$ cat src/rtl/sdr_target_frame_responder_pkg.sv
`default_nettype none
// ============================================================================
//  Module      : sdr_resp_pkg
//  Description : Shared types, constants and helpers for the SDR target-side
//                frame responder (state enum, broadcast address, ENTHDR base).
//  Revision    : 1.0 - initial release
// ============================================================================
package sdr_resp_pkg;

    // Frame-level states of the responder
    typedef enum logic [2:0] {
        IDLE    = 3'd0,
        ADDR    = 3'd1,
        ACK     = 3'd2,
        WDATA   = 3'd3,
        RIGNORE = 3'd4,
        HDR     = 3'd5
    } sdr_state_e;

    localparam logic [6:0] BCAST_ADDR  = 7'h7E;
    localparam logic [7:0] ENTHDR_BASE = 8'h20;

    // ENTHDR0..7 occupy one aligned block of eight codes
    function automatic logic is_enthdr(input logic [7:0] d);
        return d[7:3] == ENTHDR_BASE[7:3];
    endfunction

    // T-bit carries odd parity over the data byte
    function automatic logic parity_ok(input logic [7:0] d, input logic t);
        return t == ~^d;
    endfunction

endpackage
`default_nettype wire

$ cat src/rtl/sdr_target_frame_responder_if.sv
`default_nettype none
// ============================================================================
//  Module      : sdr_target_frame_responder_if
//  Description : Bus-side and status signals of the SDR frame responder.
//                slave = the responder, master = whoever drives the bus.
//  Revision    : 1.0 - initial release
// ============================================================================
interface sdr_target_frame_responder_if #(
    parameter int N_ADDR = 4
);
    logic                  i_en;
    logic                  i_scl;
    logic                  i_sda;
    logic [7*N_ADDR-1:0]   i_addr_tbl;
    logic [N_ADDR-1:0]     i_addr_vld;
    logic                  i_bcast_ack_en;
    logic                  i_hdr_exit;

    logic                  o_sda_low;
    logic [6:0]            o_addr;
    logic                  o_rnw;
    logic                  o_addr_valid;
    logic                  o_acked;
    logic [7:0]            o_data;
    logic                  o_data_valid;
    logic                  o_parity_err;
    logic                  o_ccc_valid;
    logic                  o_enthdr;
    logic [2:0]            o_hdr_mode;
    logic                  o_in_hdr;
    logic [4:0]            o_byte_cnt;
    logic                  o_overflow;

    modport slave (
        input  i_en, i_scl, i_sda, i_addr_tbl, i_addr_vld, i_bcast_ack_en, i_hdr_exit,
        output o_sda_low, o_addr, o_rnw, o_addr_valid, o_acked, o_data, o_data_valid,
               o_parity_err, o_ccc_valid, o_enthdr, o_hdr_mode, o_in_hdr, o_byte_cnt,
               o_overflow
    );

    modport master (
        output i_en, i_scl, i_sda, i_addr_tbl, i_addr_vld, i_bcast_ack_en, i_hdr_exit,
        input  o_sda_low, o_addr, o_rnw, o_addr_valid, o_acked, o_data, o_data_valid,
               o_parity_err, o_ccc_valid, o_enthdr, o_hdr_mode, o_in_hdr, o_byte_cnt,
               o_overflow
    );
endinterface
`default_nettype wire

$ cat src/rtl/sdr_target_frame_responder_cond_detect.sv
`default_nettype none
// ============================================================================
//  Module      : sdr_bus_cond_detect
//  Description : SCL/SDA synchroniser plus SCL edge and START/Sr/STOP
//                detection on the synchronised lines.
//  Revision    : 1.0 - initial release
// ============================================================================
module sdr_bus_cond_detect #(
    parameter int SYNC_STAGES = 2
) (
    input  wire  i_sdr_clk,
    input  wire  i_sdr_rst_n,
    input  wire  i_scl,
    input  wire  i_sda,
    output logic o_scl_rise,
    output logic o_scl_fall,
    output logic o_start_sr,
    output logic o_stop,
    output logic o_scl_lvl,
    output logic o_sda_lvl
);

    logic [SYNC_STAGES-1:0] r_scl_sync;
    logic [SYNC_STAGES-1:0] r_sda_sync;
    logic                   r_scl_prev;
    logic                   r_sda_prev;
    logic                   w_scl;
    logic                   w_sda;

    // Synchroniser chains and one-clock history; reset to an idle (high) bus
    // so release from reset never looks like an edge.
    always_ff @(posedge i_sdr_clk or negedge i_sdr_rst_n) begin
        if (!i_sdr_rst_n) begin
            r_scl_sync <= '1;
            r_sda_sync <= '1;
            r_scl_prev <= 1'b1;
            r_sda_prev <= 1'b1;
        end else begin
            r_scl_sync <= {r_scl_sync[SYNC_STAGES-2:0], i_scl};
            r_sda_sync <= {r_sda_sync[SYNC_STAGES-2:0], i_sda};
            r_scl_prev <= w_scl;
            r_sda_prev <= w_sda;
        end
    end

    assign w_scl = r_scl_sync[SYNC_STAGES-1];
    assign w_sda = r_sda_sync[SYNC_STAGES-1];

    // SDA edges only count as conditions when SCL was high on both samples
    always_comb begin
        o_scl_rise = w_scl & ~r_scl_prev;
        o_scl_fall = ~w_scl & r_scl_prev;
        o_start_sr = w_scl & r_scl_prev & r_sda_prev & ~w_sda;
        o_stop     = w_scl & r_scl_prev & ~r_sda_prev & w_sda;
        o_scl_lvl  = w_scl;
        o_sda_lvl  = w_sda;
    end

endmodule
`default_nettype wire

$ cat src/rtl/sdr_target_frame_responder.sv
`default_nettype none
// ============================================================================
//  Module      : sdr_target_frame_responder
//  Description : SDR target-side frame responder: address decode and ACK,
//                9-bit write-word decode with parity, CCC / ENTHDRx detect.
//  Revision    : 1.0 - initial release
// ============================================================================
module sdr_target_frame_responder
    import sdr_resp_pkg::*;
#(
    parameter int N_ADDR      = 4,
    parameter int SYNC_STAGES = 2,
    parameter int ACK_HOLD    = 2,
    parameter int MAX_BYTES   = 16
) (
    input  wire                          i_sdr_clk,
    input  wire                          i_sdr_rst_n,
    sdr_target_frame_responder_if.slave  bus
);

    localparam int                  c_HOLD_W    = (ACK_HOLD < 2) ? 1 : $clog2(ACK_HOLD + 1);
    localparam logic [c_HOLD_W-1:0] c_HOLD_LOAD = c_HOLD_W'(ACK_HOLD);
    localparam logic [c_HOLD_W-1:0] c_HOLD_ONE  = c_HOLD_W'(1);
    localparam logic [31:0]         c_MAX_BYTES = 32'(MAX_BYTES);

    sdr_state_e             r_state;
    sdr_state_e             w_state_nxt;

    logic                   w_scl_rise, w_scl_fall, w_start_sr, w_stop, w_scl_lvl, w_sda_lvl;

    logic [8:0]             r_shift;
    logic [3:0]             r_bit_cnt;
    logic                   r_bcast_frame;
    logic [c_HOLD_W-1:0]    r_hold_cnt;
    logic                   r_hold_val;

    logic                   r_sda_low;
    logic [6:0]             r_addr;
    logic                   r_rnw;
    logic                   r_addr_valid;
    logic                   r_acked;
    logic [7:0]             r_data;
    logic                   r_data_valid;
    logic                   r_parity_err;
    logic                   r_ccc_valid;
    logic                   r_enthdr;
    logic [2:0]             r_hdr_mode;
    logic [4:0]             r_byte_cnt;
    logic                   r_overflow;

    logic                   w_framed, w_start_evt, w_stop_evt, w_hdr_leave;
    logic                   w_addr_done, w_ack_done, w_word_done;
    logic                   w_match, w_first_word, w_par_ok, w_enthdr_hit, w_bit_strobe;
    logic [6:0]             w_rx_addr;
    logic                   w_rx_rnw;
    logic [7:0]             w_rx_data;
    logic                   w_rx_t;
    logic [4:0]             w_cnt_inc;

    sdr_bus_cond_detect #(
        .SYNC_STAGES (SYNC_STAGES)
    ) u_cond (
        .i_sdr_clk   (i_sdr_clk),
        .i_sdr_rst_n (i_sdr_rst_n),
        .i_scl       (bus.i_scl),
        .i_sda       (bus.i_sda),
        .o_scl_rise  (w_scl_rise),
        .o_scl_fall  (w_scl_fall),
        .o_start_sr  (w_start_sr),
        .o_stop      (w_stop),
        .o_scl_lvl   (w_scl_lvl),
        .o_sda_lvl   (w_sda_lvl)
    );

    // Frame events derived from the current state and the line conditions
    assign w_framed     = (r_state == ADDR) || (r_state == ACK) ||
                          (r_state == WDATA) || (r_state == RIGNORE);
    assign w_start_evt  = w_start_sr && ((r_state == IDLE) || w_framed);
    assign w_stop_evt   = w_stop && (r_state != IDLE);
    assign w_hdr_leave  = (r_state == HDR) && bus.i_hdr_exit;
    assign w_bit_strobe = w_scl_rise && ((r_state == ADDR) || (r_state == WDATA));
    assign w_addr_done  = (r_state == ADDR) && w_scl_fall && (r_bit_cnt == 4'd8);
    assign w_ack_done   = (r_state == ACK) && w_scl_fall;
    assign w_word_done  = (r_state == WDATA) && w_scl_fall && (r_bit_cnt == 4'd9);
    assign w_rx_addr    = r_shift[7:1];
    assign w_rx_rnw     = r_shift[0];
    assign w_rx_data    = r_shift[8:1];
    assign w_rx_t       = r_shift[0];
    assign w_first_word = (r_byte_cnt == 5'd0);
    assign w_par_ok     = parity_ok(w_rx_data, w_rx_t);
    assign w_enthdr_hit = w_word_done && r_bcast_frame && w_first_word &&
                          is_enthdr(w_rx_data) && w_par_ok;
    assign w_cnt_inc    = (r_byte_cnt == 5'd31) ? 5'd31 : (r_byte_cnt + 5'd1);

    // Address match: broadcast write (when enabled) or any enabled table entry
    always_comb begin
        w_match = (w_rx_addr == BCAST_ADDR) && !w_rx_rnw && bus.i_bcast_ack_en;
        for (int k = 0; k < N_ADDR; k++) begin
            if (bus.i_addr_vld[k] && (bus.i_addr_tbl[7*k +: 7] == w_rx_addr)) begin
                w_match = 1'b1;
            end
        end
    end

    // State register
    always_ff @(posedge i_sdr_clk or negedge i_sdr_rst_n) begin
        if (!i_sdr_rst_n) begin
            r_state <= IDLE;
        end else begin
            r_state <= w_state_nxt;
        end
    end

    // Next-state logic; STOP wins over everything, Sr restarts the address phase
    always_comb begin
        w_state_nxt = r_state;
        if (!bus.i_en) begin
            w_state_nxt = IDLE;
        end else begin
            case (r_state)
                IDLE: begin
                    if (w_start_evt) w_state_nxt = ADDR;
                end
                ADDR: begin
                    if (w_stop)           w_state_nxt = IDLE;
                    else if (w_start_sr)  w_state_nxt = ADDR;
                    else if (w_addr_done) w_state_nxt = w_match ? ACK : IDLE;
                end
                ACK: begin
                    if (w_stop)          w_state_nxt = IDLE;
                    else if (w_start_sr) w_state_nxt = ADDR;
                    else if (w_ack_done) w_state_nxt = r_rnw ? RIGNORE : WDATA;
                end
                WDATA: begin
                    if (w_stop)            w_state_nxt = IDLE;
                    else if (w_start_sr)   w_state_nxt = ADDR;
                    else if (w_enthdr_hit) w_state_nxt = HDR;
                end
                RIGNORE: begin
                    if (w_stop)          w_state_nxt = IDLE;
                    else if (w_start_sr) w_state_nxt = ADDR;
                end
                HDR: begin
                    if (w_stop || bus.i_hdr_exit) w_state_nxt = IDLE;
                end
                default: w_state_nxt = IDLE;
            endcase
        end
    end

    // Shifters, counters, decoded outputs and the SDA hold timer
    always_ff @(posedge i_sdr_clk or negedge i_sdr_rst_n) begin
        if (!i_sdr_rst_n) begin
            r_shift       <= '0;
            r_bit_cnt     <= '0;
            r_bcast_frame <= 1'b0;
            r_hold_cnt    <= '0;
            r_hold_val    <= 1'b0;
            r_sda_low     <= 1'b0;
            r_addr        <= '0;
            r_rnw         <= 1'b0;
            r_addr_valid  <= 1'b0;
            r_acked       <= 1'b0;
            r_data        <= '0;
            r_data_valid  <= 1'b0;
            r_parity_err  <= 1'b0;
            r_ccc_valid   <= 1'b0;
            r_enthdr      <= 1'b0;
            r_hdr_mode    <= '0;
            r_byte_cnt    <= '0;
            r_overflow    <= 1'b0;
        end else if (!bus.i_en) begin
            r_shift       <= '0;
            r_bit_cnt     <= '0;
            r_bcast_frame <= 1'b0;
            r_hold_cnt    <= '0;
            r_hold_val    <= 1'b0;
            r_sda_low     <= 1'b0;
            r_addr        <= '0;
            r_rnw         <= 1'b0;
            r_addr_valid  <= 1'b0;
            r_acked       <= 1'b0;
            r_data        <= '0;
            r_data_valid  <= 1'b0;
            r_parity_err  <= 1'b0;
            r_ccc_valid   <= 1'b0;
            r_enthdr      <= 1'b0;
            r_hdr_mode    <= '0;
            r_byte_cnt    <= '0;
            r_overflow    <= 1'b0;
        end else begin
            r_addr_valid <= 1'b0;
            r_data_valid <= 1'b0;
            r_parity_err <= 1'b0;
            r_ccc_valid  <= 1'b0;
            r_enthdr     <= 1'b0;

            // Pending SDA change; never applied while SCL is high, where it
            // would read as a START or STOP on the bus.
            if (r_hold_cnt != '0) begin
                if (r_hold_cnt == c_HOLD_ONE) begin
                    if (!w_scl_lvl) begin
                        r_sda_low  <= r_hold_val;
                        r_hold_cnt <= '0;
                    end
                end else begin
                    r_hold_cnt <= r_hold_cnt - c_HOLD_ONE;
                end
            end

            if (w_bit_strobe) begin
                r_shift   <= {r_shift[7:0], w_sda_lvl};
                r_bit_cnt <= r_bit_cnt + 4'd1;
            end

            if (w_addr_done) begin
                r_addr_valid  <= 1'b1;
                r_addr        <= w_rx_addr;
                r_rnw         <= w_rx_rnw;
                r_acked       <= w_match;
                r_bcast_frame <= (w_rx_addr == BCAST_ADDR) && !w_rx_rnw;
                r_bit_cnt     <= '0;
                if (w_match) begin
                    r_hold_cnt <= c_HOLD_LOAD;
                    r_hold_val <= 1'b1;
                end
            end

            if (w_ack_done) begin
                r_hold_cnt <= c_HOLD_LOAD;
                r_hold_val <= 1'b0;
                r_bit_cnt  <= '0;
            end

            if (w_word_done) begin
                r_data_valid <= 1'b1;
                r_data       <= w_rx_data;
                r_parity_err <= !w_par_ok;
                r_ccc_valid  <= r_bcast_frame && w_first_word;
                r_byte_cnt   <= w_cnt_inc;
                r_overflow   <= r_overflow || (32'(w_cnt_inc) >= c_MAX_BYTES);
                r_bit_cnt    <= '0;
                if (w_enthdr_hit) begin
                    r_enthdr   <= 1'b1;
                    r_hdr_mode <= w_rx_data[2:0];
                end
            end

            // START/Sr opens a fresh frame and drops any drive at once
            if (w_start_evt) begin
                r_bit_cnt     <= '0;
                r_byte_cnt    <= '0;
                r_overflow    <= 1'b0;
                r_acked       <= 1'b0;
                r_bcast_frame <= 1'b0;
                r_sda_low     <= 1'b0;
                r_hold_cnt    <= '0;
            end

            if (w_stop_evt || w_hdr_leave) begin
                r_bit_cnt  <= '0;
                r_sda_low  <= 1'b0;
                r_hold_cnt <= '0;
            end
        end
    end

    // Output mapping onto the interface
    always_comb begin
        bus.o_sda_low    = r_sda_low;
        bus.o_addr       = r_addr;
        bus.o_rnw        = r_rnw;
        bus.o_addr_valid = r_addr_valid;
        bus.o_acked      = r_acked;
        bus.o_data       = r_data;
        bus.o_data_valid = r_data_valid;
        bus.o_parity_err = r_parity_err;
        bus.o_ccc_valid  = r_ccc_valid;
        bus.o_enthdr     = r_enthdr;
        bus.o_hdr_mode   = r_hdr_mode;
        bus.o_in_hdr     = (r_state == HDR);
        bus.o_byte_cnt   = r_byte_cnt;
        bus.o_overflow   = r_overflow;
    end

endmodule
`default_nettype wire

$ cat src/flat_wrapper.sv
// flat-port wrapper written by rule: the top's interface ports become plain ports
module sdr_target_frame_responder_flat import sdr_resp_pkg::*;
#(
    parameter int N_ADDR      = 4,
    parameter int SYNC_STAGES = 2,
    parameter int ACK_HOLD    = 2,
    parameter int MAX_BYTES   = 16
)
  (i_sdr_clk, i_sdr_rst_n, bus_i_en, bus_i_scl, bus_i_sda, bus_i_addr_tbl, bus_i_addr_vld, bus_i_bcast_ack_en, bus_i_hdr_exit, bus_o_sda_low, bus_o_addr, bus_o_rnw, bus_o_addr_valid, bus_o_acked, bus_o_data, bus_o_data_valid, bus_o_parity_err, bus_o_ccc_valid, bus_o_enthdr, bus_o_hdr_mode, bus_o_in_hdr, bus_o_byte_cnt, bus_o_overflow);
  sdr_target_frame_responder_if #(.N_ADDR(N_ADDR)) bus_i ();
  input  wire i_sdr_clk;
  input  wire i_sdr_rst_n;
  input wire logic [$bits(bus_i.i_en)-1:0] bus_i_en;
  input wire logic [$bits(bus_i.i_scl)-1:0] bus_i_scl;
  input wire logic [$bits(bus_i.i_sda)-1:0] bus_i_sda;
  input wire logic [$bits(bus_i.i_addr_tbl)-1:0] bus_i_addr_tbl;
  input wire logic [$bits(bus_i.i_addr_vld)-1:0] bus_i_addr_vld;
  input wire logic [$bits(bus_i.i_bcast_ack_en)-1:0] bus_i_bcast_ack_en;
  input wire logic [$bits(bus_i.i_hdr_exit)-1:0] bus_i_hdr_exit;
  output wire logic [$bits(bus_i.o_sda_low)-1:0] bus_o_sda_low;
  output wire logic [$bits(bus_i.o_addr)-1:0] bus_o_addr;
  output wire logic [$bits(bus_i.o_rnw)-1:0] bus_o_rnw;
  output wire logic [$bits(bus_i.o_addr_valid)-1:0] bus_o_addr_valid;
  output wire logic [$bits(bus_i.o_acked)-1:0] bus_o_acked;
  output wire logic [$bits(bus_i.o_data)-1:0] bus_o_data;
  output wire logic [$bits(bus_i.o_data_valid)-1:0] bus_o_data_valid;
  output wire logic [$bits(bus_i.o_parity_err)-1:0] bus_o_parity_err;
  output wire logic [$bits(bus_i.o_ccc_valid)-1:0] bus_o_ccc_valid;
  output wire logic [$bits(bus_i.o_enthdr)-1:0] bus_o_enthdr;
  output wire logic [$bits(bus_i.o_hdr_mode)-1:0] bus_o_hdr_mode;
  output wire logic [$bits(bus_i.o_in_hdr)-1:0] bus_o_in_hdr;
  output wire logic [$bits(bus_i.o_byte_cnt)-1:0] bus_o_byte_cnt;
  output wire logic [$bits(bus_i.o_overflow)-1:0] bus_o_overflow;
  assign bus_i.i_en = bus_i_en;
  assign bus_i.i_scl = bus_i_scl;
  assign bus_i.i_sda = bus_i_sda;
  assign bus_i.i_addr_tbl = bus_i_addr_tbl;
  assign bus_i.i_addr_vld = bus_i_addr_vld;
  assign bus_i.i_bcast_ack_en = bus_i_bcast_ack_en;
  assign bus_i.i_hdr_exit = bus_i_hdr_exit;
  assign bus_o_sda_low = bus_i.o_sda_low;
  assign bus_o_addr = bus_i.o_addr;
  assign bus_o_rnw = bus_i.o_rnw;
  assign bus_o_addr_valid = bus_i.o_addr_valid;
  assign bus_o_acked = bus_i.o_acked;
  assign bus_o_data = bus_i.o_data;
  assign bus_o_data_valid = bus_i.o_data_valid;
  assign bus_o_parity_err = bus_i.o_parity_err;
  assign bus_o_ccc_valid = bus_i.o_ccc_valid;
  assign bus_o_enthdr = bus_i.o_enthdr;
  assign bus_o_hdr_mode = bus_i.o_hdr_mode;
  assign bus_o_in_hdr = bus_i.o_in_hdr;
  assign bus_o_byte_cnt = bus_i.o_byte_cnt;
  assign bus_o_overflow = bus_i.o_overflow;
  sdr_target_frame_responder #(.N_ADDR(N_ADDR), .SYNC_STAGES(SYNC_STAGES), .ACK_HOLD(ACK_HOLD), .MAX_BYTES(MAX_BYTES)) u_core (.i_sdr_clk(i_sdr_clk), .i_sdr_rst_n(i_sdr_rst_n), .bus(bus_i));
endmodule
$ cat config.mk
export PLATFORM = sky130hd
export DESIGN_NAME = sdr_target_frame_responder_flat
export DESIGN_NICKNAME = d
export VERILOG_FILES = /design/src/rtl/sdr_target_frame_responder_pkg.sv /design/src/rtl/sdr_target_frame_responder_if.sv /design/src/rtl/sdr_target_frame_responder_cond_detect.sv /design/src/rtl/sdr_target_frame_responder.sv /design/src/flat_wrapper.sv
export SDC_FILE = /design/constraint.sdc
export NUM_CORES = 1
export LEC_CHECK = 0
export CAP_MARGIN = 20
export CORE_AREA = 2 2 75 84
export CTS_BUF_LIST = sky130_fd_sc_hd__clkbuf_8
export CTS_CLUSTER_SIZE = 30
export DETAILED_ROUTE_END_ITERATION = 10
export DIE_AREA = 0 0 77 86
export GPL_ROUTABILITY_DRIVEN = 0
export GPL_TIMING_DRIVEN = 0
export PLACE_DENSITY = 0.86
export SYNTH_ARGS = -nofsm -noshare
export SYNTH_HDL_FRONTEND = slang
export SYNTH_HIERARCHICAL = 1
export SYNTH_SLANG_ARGS = --single-unit
$ cat constraint.sdc
create_clock -name i_sdr_clk -period 7.5 [get_ports i_sdr_clk]
set_input_delay 1.5 -clock i_sdr_clk [delete_from_list [all_inputs] [get_ports i_sdr_clk]]
set_output_delay 1.5 -clock i_sdr_clk [all_outputs]
set_load 0.01 [all_outputs]
==> Word-level counts from Yosys, hierarchy flattened <==
Index checks and enable logic that the tools add are counted.
{ "op_classes": {"add_sub_neg": 3, "shifts": 0, "n_reduce_logical": 39, "n_lt_le_gt_ge": 1, "n_eq_ne": 34, "mux": 82, "multipliers": 0, "bitwise_logic": 11, "div_mod_pow": 0} }
{ "op_table": {"columns": ["op", "count"], "rows": [
  ["two-way mux 3 bit", 18],
  ["two-way mux 1 bit", 36],
  ["== test 7 bit", 4],
  ["two-way mux 4 bit", 7],
  ["logical AND 1 bit", 20],
  ["two-way mux 2 bit", 10],
  ["two-way mux 5 bit", 4],
  ["two-way mux 9 bit", 2],
  ["case mux 3 bit (6 select lines)", 1],
  ["two-way mux 8 bit", 2],
  ["!= test 5 x 2 -> 1 bit, second input constant", 3],
  ["two-way mux 7 bit", 2],
  ["!= test 3 x 1 -> 1 bit, second input constant", 4],
  ["== test 4 bit, second input constant", 2],
  ["logical OR 1 bit", 8],
  ["!= test 2 x 1 -> 1 bit, second input constant", 4],
  ["!= test 4 x 1 -> 1 bit, second input constant", 2],
  ["!= test 4 x 2 -> 1 bit, second input constant", 2],
  ["XNOR reduction 8 bit", 1],
  ["bitwise AND 1 bit", 7],
  ["== test 7 bit, second input constant", 1],
  ["!= test 7 x 1 -> 1 bit, second input constant", 1],
  ["== test 3 x 2 -> 1 bit, second input constant", 2],
  ["== test 3 bit, second input constant", 2],
  ["other kinds (19)", 25]
]} }
{ "totals": {"ram_bits": 0, "inputBits": 39, "latch_bits": 0, "memories": 0, "register_bits": 58, "output_inout_bits": 33, "romBits": 0} }

==> Logic depth before layout (Yosys ltp) <==
Gate-level depths: netlist of the first run.
{ "depth": {"word_depth": 13, "depth_mapped": 9} }

==> By module <==
The synthesis of the first run kept the hierarchy.
{ "modules_own_cells": {"columns": ["mod", "area_each_um2", "seq_area_each_um2", "instances", "cells_per_inst"], "rows": [
  ["sdr_target_frame_responder", 2967.8, 1301.2, 1, 337],
  ["sdr_bus_cond_detect", 190.2, 157.7, 1, 10]
]} }

==> Worst setup path after synthesis of the first run <==
OpenSTA, ideal clock, no wires.
{ "synth_path": {"path_type": "input port to flip-flop", "from": "input bus_i_hdr_exit", "to": "register u_core.r_bit_cnt[3]", "n_path_buf": 0, "setup_slack_ps": 4827, "arrival_time_ps": 2579, "stages": 4, "setup_time_ps": 94, "cell_sequence": "a31oi_1 o2111ai_1 or4_1 a211oi_1"} }
{ "synth_via": {"elab_chain_len": 4, "word_cells_on_any_way": 5, "classes_between": "1 x eq/ne; 2 x mux; 2 x reduce/logical"} }
{ "synth_rtl": {"columns": ["element", "line", "rtl"], "rows": [
  ["start: declaration", "flat_wrapper.sv:19", "input wire logic [$bits(bus_i.i_hdr_exit)-1:0] bus_i_hdr_exit;"],
  ["logical AND 1 bit (*)", "sdr_target_frame_responder.sv:80", "assign w_hdr_leave = (r_state == HDR) && bus.i_hdr_exit;"],
  ["logical OR 1 bit (*)", "sdr_target_frame_responder.sv:260", "if (w_stop_evt || w_hdr_leave) begin"],
  ["two-way mux 4 bit", "sdr_target_frame_responder.sv:260", null],
  ["two-way mux 4 bit", "sdr_target_frame_responder.sv:172", "end else if (!bus.i_en) begin"],
  ["end signal: assignment", "sdr_target_frame_responder.sv:213", "r_bit_cnt <= r_bit_cnt + 4'd1;"],
  ["end: declaration", "sdr_target_frame_responder.sv:32", "logic [3:0] r_bit_cnt;"]
]} }
Mark *: on every way between the ends. The rest lies on a longest branch, timed or not.
A chain may end at the register's enable or synchronous reset.

==> Worst setup path in the final report of the first run <==
{ "layout_path": {"from": "register u_core.r_state[0]", "to": "output bus_o_in_hdr"} }
{ "layout_via": {"elab_chain_len": 1} }
{ "layout_rtl": {"columns": ["element", "line", "rtl"], "rows": [
  ["start: declaration", "sdr_target_frame_responder.sv:26", "sdr_state_e r_state;"],
  ["start signal: assignment", "sdr_target_frame_responder.sv:110", "r_state <= w_state_nxt;"],
  ["== test 3 bit", "sdr_target_frame_responder.sv:281", "bus.o_in_hdr = (r_state == HDR);"],
  ["end: declaration", "flat_wrapper.sv:31", "output wire logic [$bits(bus_i.o_in_hdr)-1:0] bus_o_in_hdr;"]
]} }
No other way between the ends.

==> impl_metrics.py, run 1 <==
metrics = {
    "pwr": {
        "ir_worst_vdd_v": 0.000141,
        "power_per_cell_area_nw_per_um2": 183,
        "power.leakage_uw": 0.00166,
        "total_power_uw": 759,
    },
    "logic_synthesis": {
        "syn_area_per_cell_sq_um": 9.10,
        "synth_edf_count": 0,
        "yosysUniqueCellTypes": 48,
        "ys_warn_count": 6,
        "syn_nets": 396,
        "async_flop_share_pct": 100,
        "yosysTopAreaCellShare_pct": 41.2,
        "ys_seq_area_share_pct": 46.2,
        "ys.flop_type": "dfrtp_1",
        "synth_cells": 347,
        "synth_top_area_cell": "dfrtp_1",
        "syn-cell-area_sq_um": 3160,
        "synth-seq-cells": 58,
        "synth_area_leaders": "dfrtp_1 41%, xnor2_1 8.9%, nand2_1 8.1%, a21oi_1 6.2%, dfstp_2 5.0%",
    },
    "min_path": {
        "hp-class": "reg2reg",
        "hold_path.startpoint": "u_core/u_cond/r_sda_sync[0]",
    },
    "grt": {
        "grt_overflow": 0,
        "grt_pass1_wl_mm": 13.7,
        "grt.total_usage_pct": 26.7,
        "first_global_vias": 2905,
        "grt_max_degree": 39,
        "antenna_found_initial": 0,
    },
    "timing": {
        "drv_slew": 0,
        "period_minus_slack_ns": 3.26,
        "fmax_mhz": 306,
        "fin_worst_skew_ns": 0.00654,
        "finalSetupViolCount": 0,
        "min_period_over_period_pct": 43.5,
        "finalSetupTns_ns": 0,
        "worst_pin_slew_ns": 0.833,
        "slew_headroom_pct": 43.8,
        "timing_hold_violations_final": 0,
        "rsz0062_at_grt": "false",
    },
    "routing": {
        "num_vias": 2918,
        "vias_per_cell": 5.70,
        "routed_wl_mm": 8.46,
        "remaining_drc_errors": 0,
        "firstDrtPassIters": 4,
        "ant_nets": 0,
        "wl_per_cell_um": 16.5,
        "drt_iter0_markers": 294,
    },
    "clock_tree": {
        "cts_root_buffer": "clkbuf_8",
        "htreeDepth": 3,
        "cts_tree": "yes",
        "post-cts-setup-buffer-count": 0,
        "cts-resized-gates": 0,
        "clk_pin_slew_worst_paths_ns": 0.07,
        "clock_sinks": 58,
        "cts_hold_buf": 0,
        "cts_buffers": 9,
        "max-clock-path-buffers": 2,
        "clk_latency_ns": 0.34,
    },
    "worst_setup_path": {
        "cp-startpoint": "u_core/r_state[0]",
        "cp.required_ns": 6.00,
        "worstPathMaxFanout": 5,
        "cp_num_buf_inv": 1,
        "start_kind": "flip-flop",
        "critPathTopFamily": "buffers and inverters",
        "critPathArrivalTime_ns": 1.76,
        "max_stage_delay_ns": 0.53,
        "crit_chain": "nor2b_1 -> and2_1 -> clkdlybuf4s50_1",
        "critPathCaptureType": "output port",
        "crit_type": "reg2out",
        "cpMaxStageDelayCell": "clkdlybuf4s50_1",
        "timing.rr.start": "u_core/r_shift[1]",
    },
    "cells_and_area": {
        "layout-drive-gt1-share_pct": 8.74,
        "instances_no_fill": 512,
        "syn_to_final_growth_pct": 31.5,
        "regArea_sq_um": 1460,
        "multi_input_area_sq_um": 1540,
        "design_area_sq_um": 4150,
        "antenna_cells": 0,
        "fin_nets": 479,
        "n_fill_cell": 443,
    },
    "floorplan": {
        "core-area_sq_um": 5730,
        "rows": 29,
        "initial_core_util_pct": 55.1,
        "dieHeight_um": 86,
        "die_x_um": 77,
        "io_pins": 72,
        "die_area_sq_um": 6620,
    },
    "placement": {
        "place_area_sq_um": 3980,
        "port_buffers": 71,
        "dpl.hpwl_mm": 6.10,
        "dpl.cell_count": 496,
    },
    "status": {
        "outcome": "finished, final reports clean",
    },
    "flow_run": {
        "drv_cap": 0,
    },
}
-- cell families after synthesis --
family / share of synthesized area, %
buffers and inverters: 4.91
adder cells (fa/ha/maj): 3.96
multiplexers: 0.951
AND/OR/NAND/NOR: 21.8
flip-flops: 46.2
AO/OA/AOI/OAI: 12.4
XOR/XNOR: 9.87
-- path summary, 6_finish.rpt --
kind	endpoint	slack, ns	depth (start not counted)
max in group asynchronous	u_core/u_cond/r_sda_sync[1]	5.77	2
worst max register to register	u_core/r_state[2]	4.71	8
worst min-delay path	u_core/u_cond/r_sda_sync[1]	0.36	0
worst max-delay path	bus_o_in_hdr	4.24	3
worst min register to register	u_core/u_cond/r_sda_sync[1]	0.36	0
min in group asynchronous	u_core/bus.o_enthdr	1.12	1
-- routing by layer --
layer  track usage [%]  part of all wire (%)
met1              32.5                    40
met2              45.9                    53
met3              4.84                   5.2
met4              13.1                   1.9
met5                 0                     0
-- flip-flops by register name (all words and copies together) (netlist names), 2 cells and up --
signal,count
u_core/u_cond/r_scl_sync,2
u_core/bus.o_byte_cnt,5
u_core/bus.o_data,8
u_core/r_state,3
u_core/r_hold_cnt,2
u_core/u_cond/r_sda_sync,2
u_core/bus.o_hdr_mode,3
u_core/r_bit_cnt,4
u_core/bus.o_addr,7
u_core/r_shift,9
-- cells in the final DEF (no fill, tap or decap), types with 10 or more instances in the layout --
master and instances:
nand4_1 13, dfrtp_1 52, clkbuf_1 10, nand2_1 68, nor2_1 19, clkdlybuf4s50_1 70
xnor2_1 32, a21oi_1 39, inv_1 14, ha_1 10
-- cell usage after synthesis (5+ instances only) --
| library cell | number |
|---|---|
| buf_2 | 7 |
| nand4_1 | 13 |
| a21oi_1 | 39 |
| ha_1 | 10 |
| nor3_1 | 5 |
| nand2_1 | 68 |
| clkbuf_1 | 10 |
| nand3_1 | 8 |
| dfstp_2 | 6 |
| inv_1 | 13 |
| dfrtp_1 | 52 |
| nor2_1 | 19 |
| o21ai_0 | 6 |
| and3_1 | 7 |
| xnor2_1 | 32 |
-- metrics by stage --
stage,hold WS [ns],worst slack [ns],util (%)
3_3_place_gp,0.346,3.19,69.2
3_5_place_dp,0.347,4.09,69.4
2_1_floorplan,0.345,4.83,-
5_1_grt,0.360,4.18,72.4
6_report,0.356,4.24,72.4
4_1_cts,0.357,4.22,72.4
-- power breakdown --
part	total [uW]	switching, uW	internal (uW)
clock network	250	131	119
registers	337	10.0	327
logic	172	93.5	78.4
total	759	235	524
-- area by class of cell --
type,count,share of cell area [%]
Multi-Input combinational cell,254,37.2
Sequential cell,58,35.1
Timing Repair Buffer,72,17.5
Clock buffer,9,2.98
Buffer,21,2.47
Tap cell,77,2.32
Inverter,14,1.27
Clock inverter,7,1.15
No activity file was read; power rests on OpenSTA's default activity.
==> run 2, diff against run 1 <==
Settings changed: CORE_AREA 2 2 75 84 to 2 2 78 87, DIE_AREA 0 0 77 86 to 0 0 80 89, PLACE_DENSITY 0.86 to 0.81.
Clock period 7.5 ns to 3.35 ns, I/O delays scaled along.
==> impl_metrics.py, run 2 (synthesized netlist as in run 1, its figures left out) <==
metrics = {
    "status": {
        "outcome": "finished, final reports clean",
    },
    "cells_and_area": {
        "largest-register": "u_core/r_shift",
        "regArea_sq_um": 1460,
        "multi_input_area_sq_um": 1540,
        "largest_register_ffs": 9,
        "final_cell_mix": "70 x clkdlybuf4s50_1, 68 x nand2_1, 52 x dfrtp_1, 39 x a21oi_1, 32 x xnor2_1",
        "fin_nets": 479,
        "final_common_cell": "clkdlybuf4s50_1",
        "n_fill_cell": 493,
        "layout-drive-gt1-share_pct": 8.97,
        "syn_to_final_growth_pct": 32.5,
        "antenna_cells": 0,
        "design_area_sq_um": 4190,
    },
    "routing": {
        "vias_per_cell": 5.54,
        "routed_wl_mm": 8.07,
        "drt_iter0_markers": 251,
        "firstDrtPassIters": 4,
        "wl_per_cell_um": 15.7,
        "remaining_drc_errors": 0,
        "num_vias": 2851,
        "ant_nets": 0,
    },
    "worst_setup_path": {
        "critPathCaptureType": "flip-flop",
        "max_stage_delay_ns": 0.86,
        "critPathArrivalTime_ns": 3.09,
        "cp_num_buf_inv": 0,
        "crit_type": "reg2reg",
        "critPathTopFamily": "simple AND/OR/NAND/NOR gates",
        "worstPathMaxFanout": 6,
        "start_kind": "flip-flop",
        "timing.rr.start": "u_core/u_cond/r_scl_prev",
        "r2r_cells": 6,
        "cpMaxStageDelayCell": "nor4_1",
        "worstReg2RegEnd": "u_core/bus.o_hdr_mode[0]",
        "crit_chain": "nor2b_1 -> and4bb_2 -> nand4_1 -> nor4_1 -> nand3_1 -> a21oi_1",
        "cp.required_ns": 3.61,
        "ff2ff_setup_slack_ns": 0.52,
    },
    "placement": {
        "place_area_sq_um": 3980,
        "dpl.hpwl_mm": 5.97,
        "port_buffers": 71,
        "pre_cts_slack_ns": 0.553,
    },
    "timing": {
        "fin_worst_skew_ns": 0.0128,
        "min_period_over_period_pct": 84.5,
        "fin_ws_ns": 0.519,
        "fmax_mhz": 353,
        "period_minus_slack_ns": 2.83,
        "timing_hold_violations_final": 0,
        "drv_slew": 0,
        "finalSetupViolCount": 0,
        "slew_headroom_pct": 34.7,
        "worst_pin_slew_ns": 0.968,
        "rsz0062_at_grt": "false",
    },
    "clock_tree": {
        "cts_buffers": 9,
        "clk_pin_slew_worst_paths_ns": 0.07,
        "cts_root_buffer": "clkbuf_8",
        "htreeDepth": 3,
        "max-clock-path-buffers": 2,
        "clk_latency_ns": 0.35,
        "cts_hold_buf": 0,
        "post-cts-setup-buffer-count": 0,
        "cts-resized-gates": 0,
        "clock_sinks": 58,
        "cts_tree": "yes",
    },
    "pwr": {
        "power.leakage_uw": 0.00167,
        "ir_worst_vdd_v": 0.000310,
        "p_sw_uw": 532,
        "power_per_cell_area_nw_per_um2": 427,
        "pwr-share-seq_pct": 42.2,
        "combPwrFrac_pct": 21.4,
        "swShare_pct": 29.8,
        "clkPwrFrac_pct": 36.3,
        "p_int_uw": 1250,
    },
    "floorplan": {
        "die_area_sq_um": 7120,
        "core-area_sq_um": 6160,
        "die_x_um": 80,
        "rows": 30,
        "dieHeight_um": 89,
        "io_pins": 72,
        "initial_core_util_pct": 51.3,
    },
    "min_path": {
        "hp-class": "in2async",
    },
    "flow_run": {
        "drv_cap": 0,
    },
    "grt": {
        "grt_max_degree": 40,
        "grt.total_usage_pct": 24.5,
        "grt_pass1_wl_mm": 13.3,
        "first_global_vias": 2786,
        "grt_overflow": 0,
        "antenna_found_initial": 0,
    },
}
run 2: worst max path at each step:
| stage | cells after the start | end | start |
|---|---|---|---|
| 4_1_cts | 8 | u_core/bus.o_hdr_mode[0] | u_core/r_shift[1] |
| 3_5_place_dp | 8 | u_core/bus.o_hdr_mode[0] | u_core/r_shift[1] |
| 5_1_grt | 6 | u_core/bus.o_hdr_mode[0] | u_core/u_cond/r_scl_prev |
| 2_1_floorplan | 9 | u_core/r_state[1] | u_core/r_shift[1] |
| 3_3_place_gp | 1 | u_core/bus.o_data_valid | i_sdr_rst_n |
| 6_report | 6 | u_core/bus.o_hdr_mode[0] | u_core/u_cond/r_scl_prev |
run 2: area by class of cell:
cell class | count | share of cell area, %
clock inverter | 7 | 1.85
timing repair buffer | 72 | 17.3
inverter | 14 | 1.26
multi-input combinational | 254 | 36.9
tap | 80 | 2.39
sequential | 58 | 34.9
buffer | 21 | 2.45
clock buffer | 9 | 2.96
run 2: per-stage QoR:
step           hold WS [ns]  util [%]  total power, uW  std cells  setup TNS [ns]
2_1_floorplan         0.345         -             1020        347               0
3_3_place_gp          0.346      64.5             1130        498           -6.45
3_5_place_dp          0.348      64.7             1140        499               0
4_1_cts               0.278      68.0             1800        515               0
5_1_grt               0.291      68.0             1880        515               0
6_report              0.275      68.0             1790        515               0
run 2: power groups by stage:
stage	Combinational [uW]	Sequential, uW	Clock (uW)
after detailed placement	379	765	0
after CTS	380	753	664
after global routing	424	757	699
after global placement	366	764	0
after floorplan	259	760	0
final	383	755	649
run 2: metal layers:
layer	GRT usage, %	share of wire, %	vias up
met1	32.2	42	1372
met4	9.24	2.2	0
met5	0	0	-
met2	38.9	50	105
met3	6.97	6.0	18
li1	-	-	1356
run 2: worst reg2reg max path, stage by stage (launching register included):
cell and delay, ns:
dfstp_2 0.55, nor2b_1 0.28, and4bb_2 0.32, nand4_1 0.34
nor4_1 0.86, nand3_1 0.20, a21oi_1 0.20
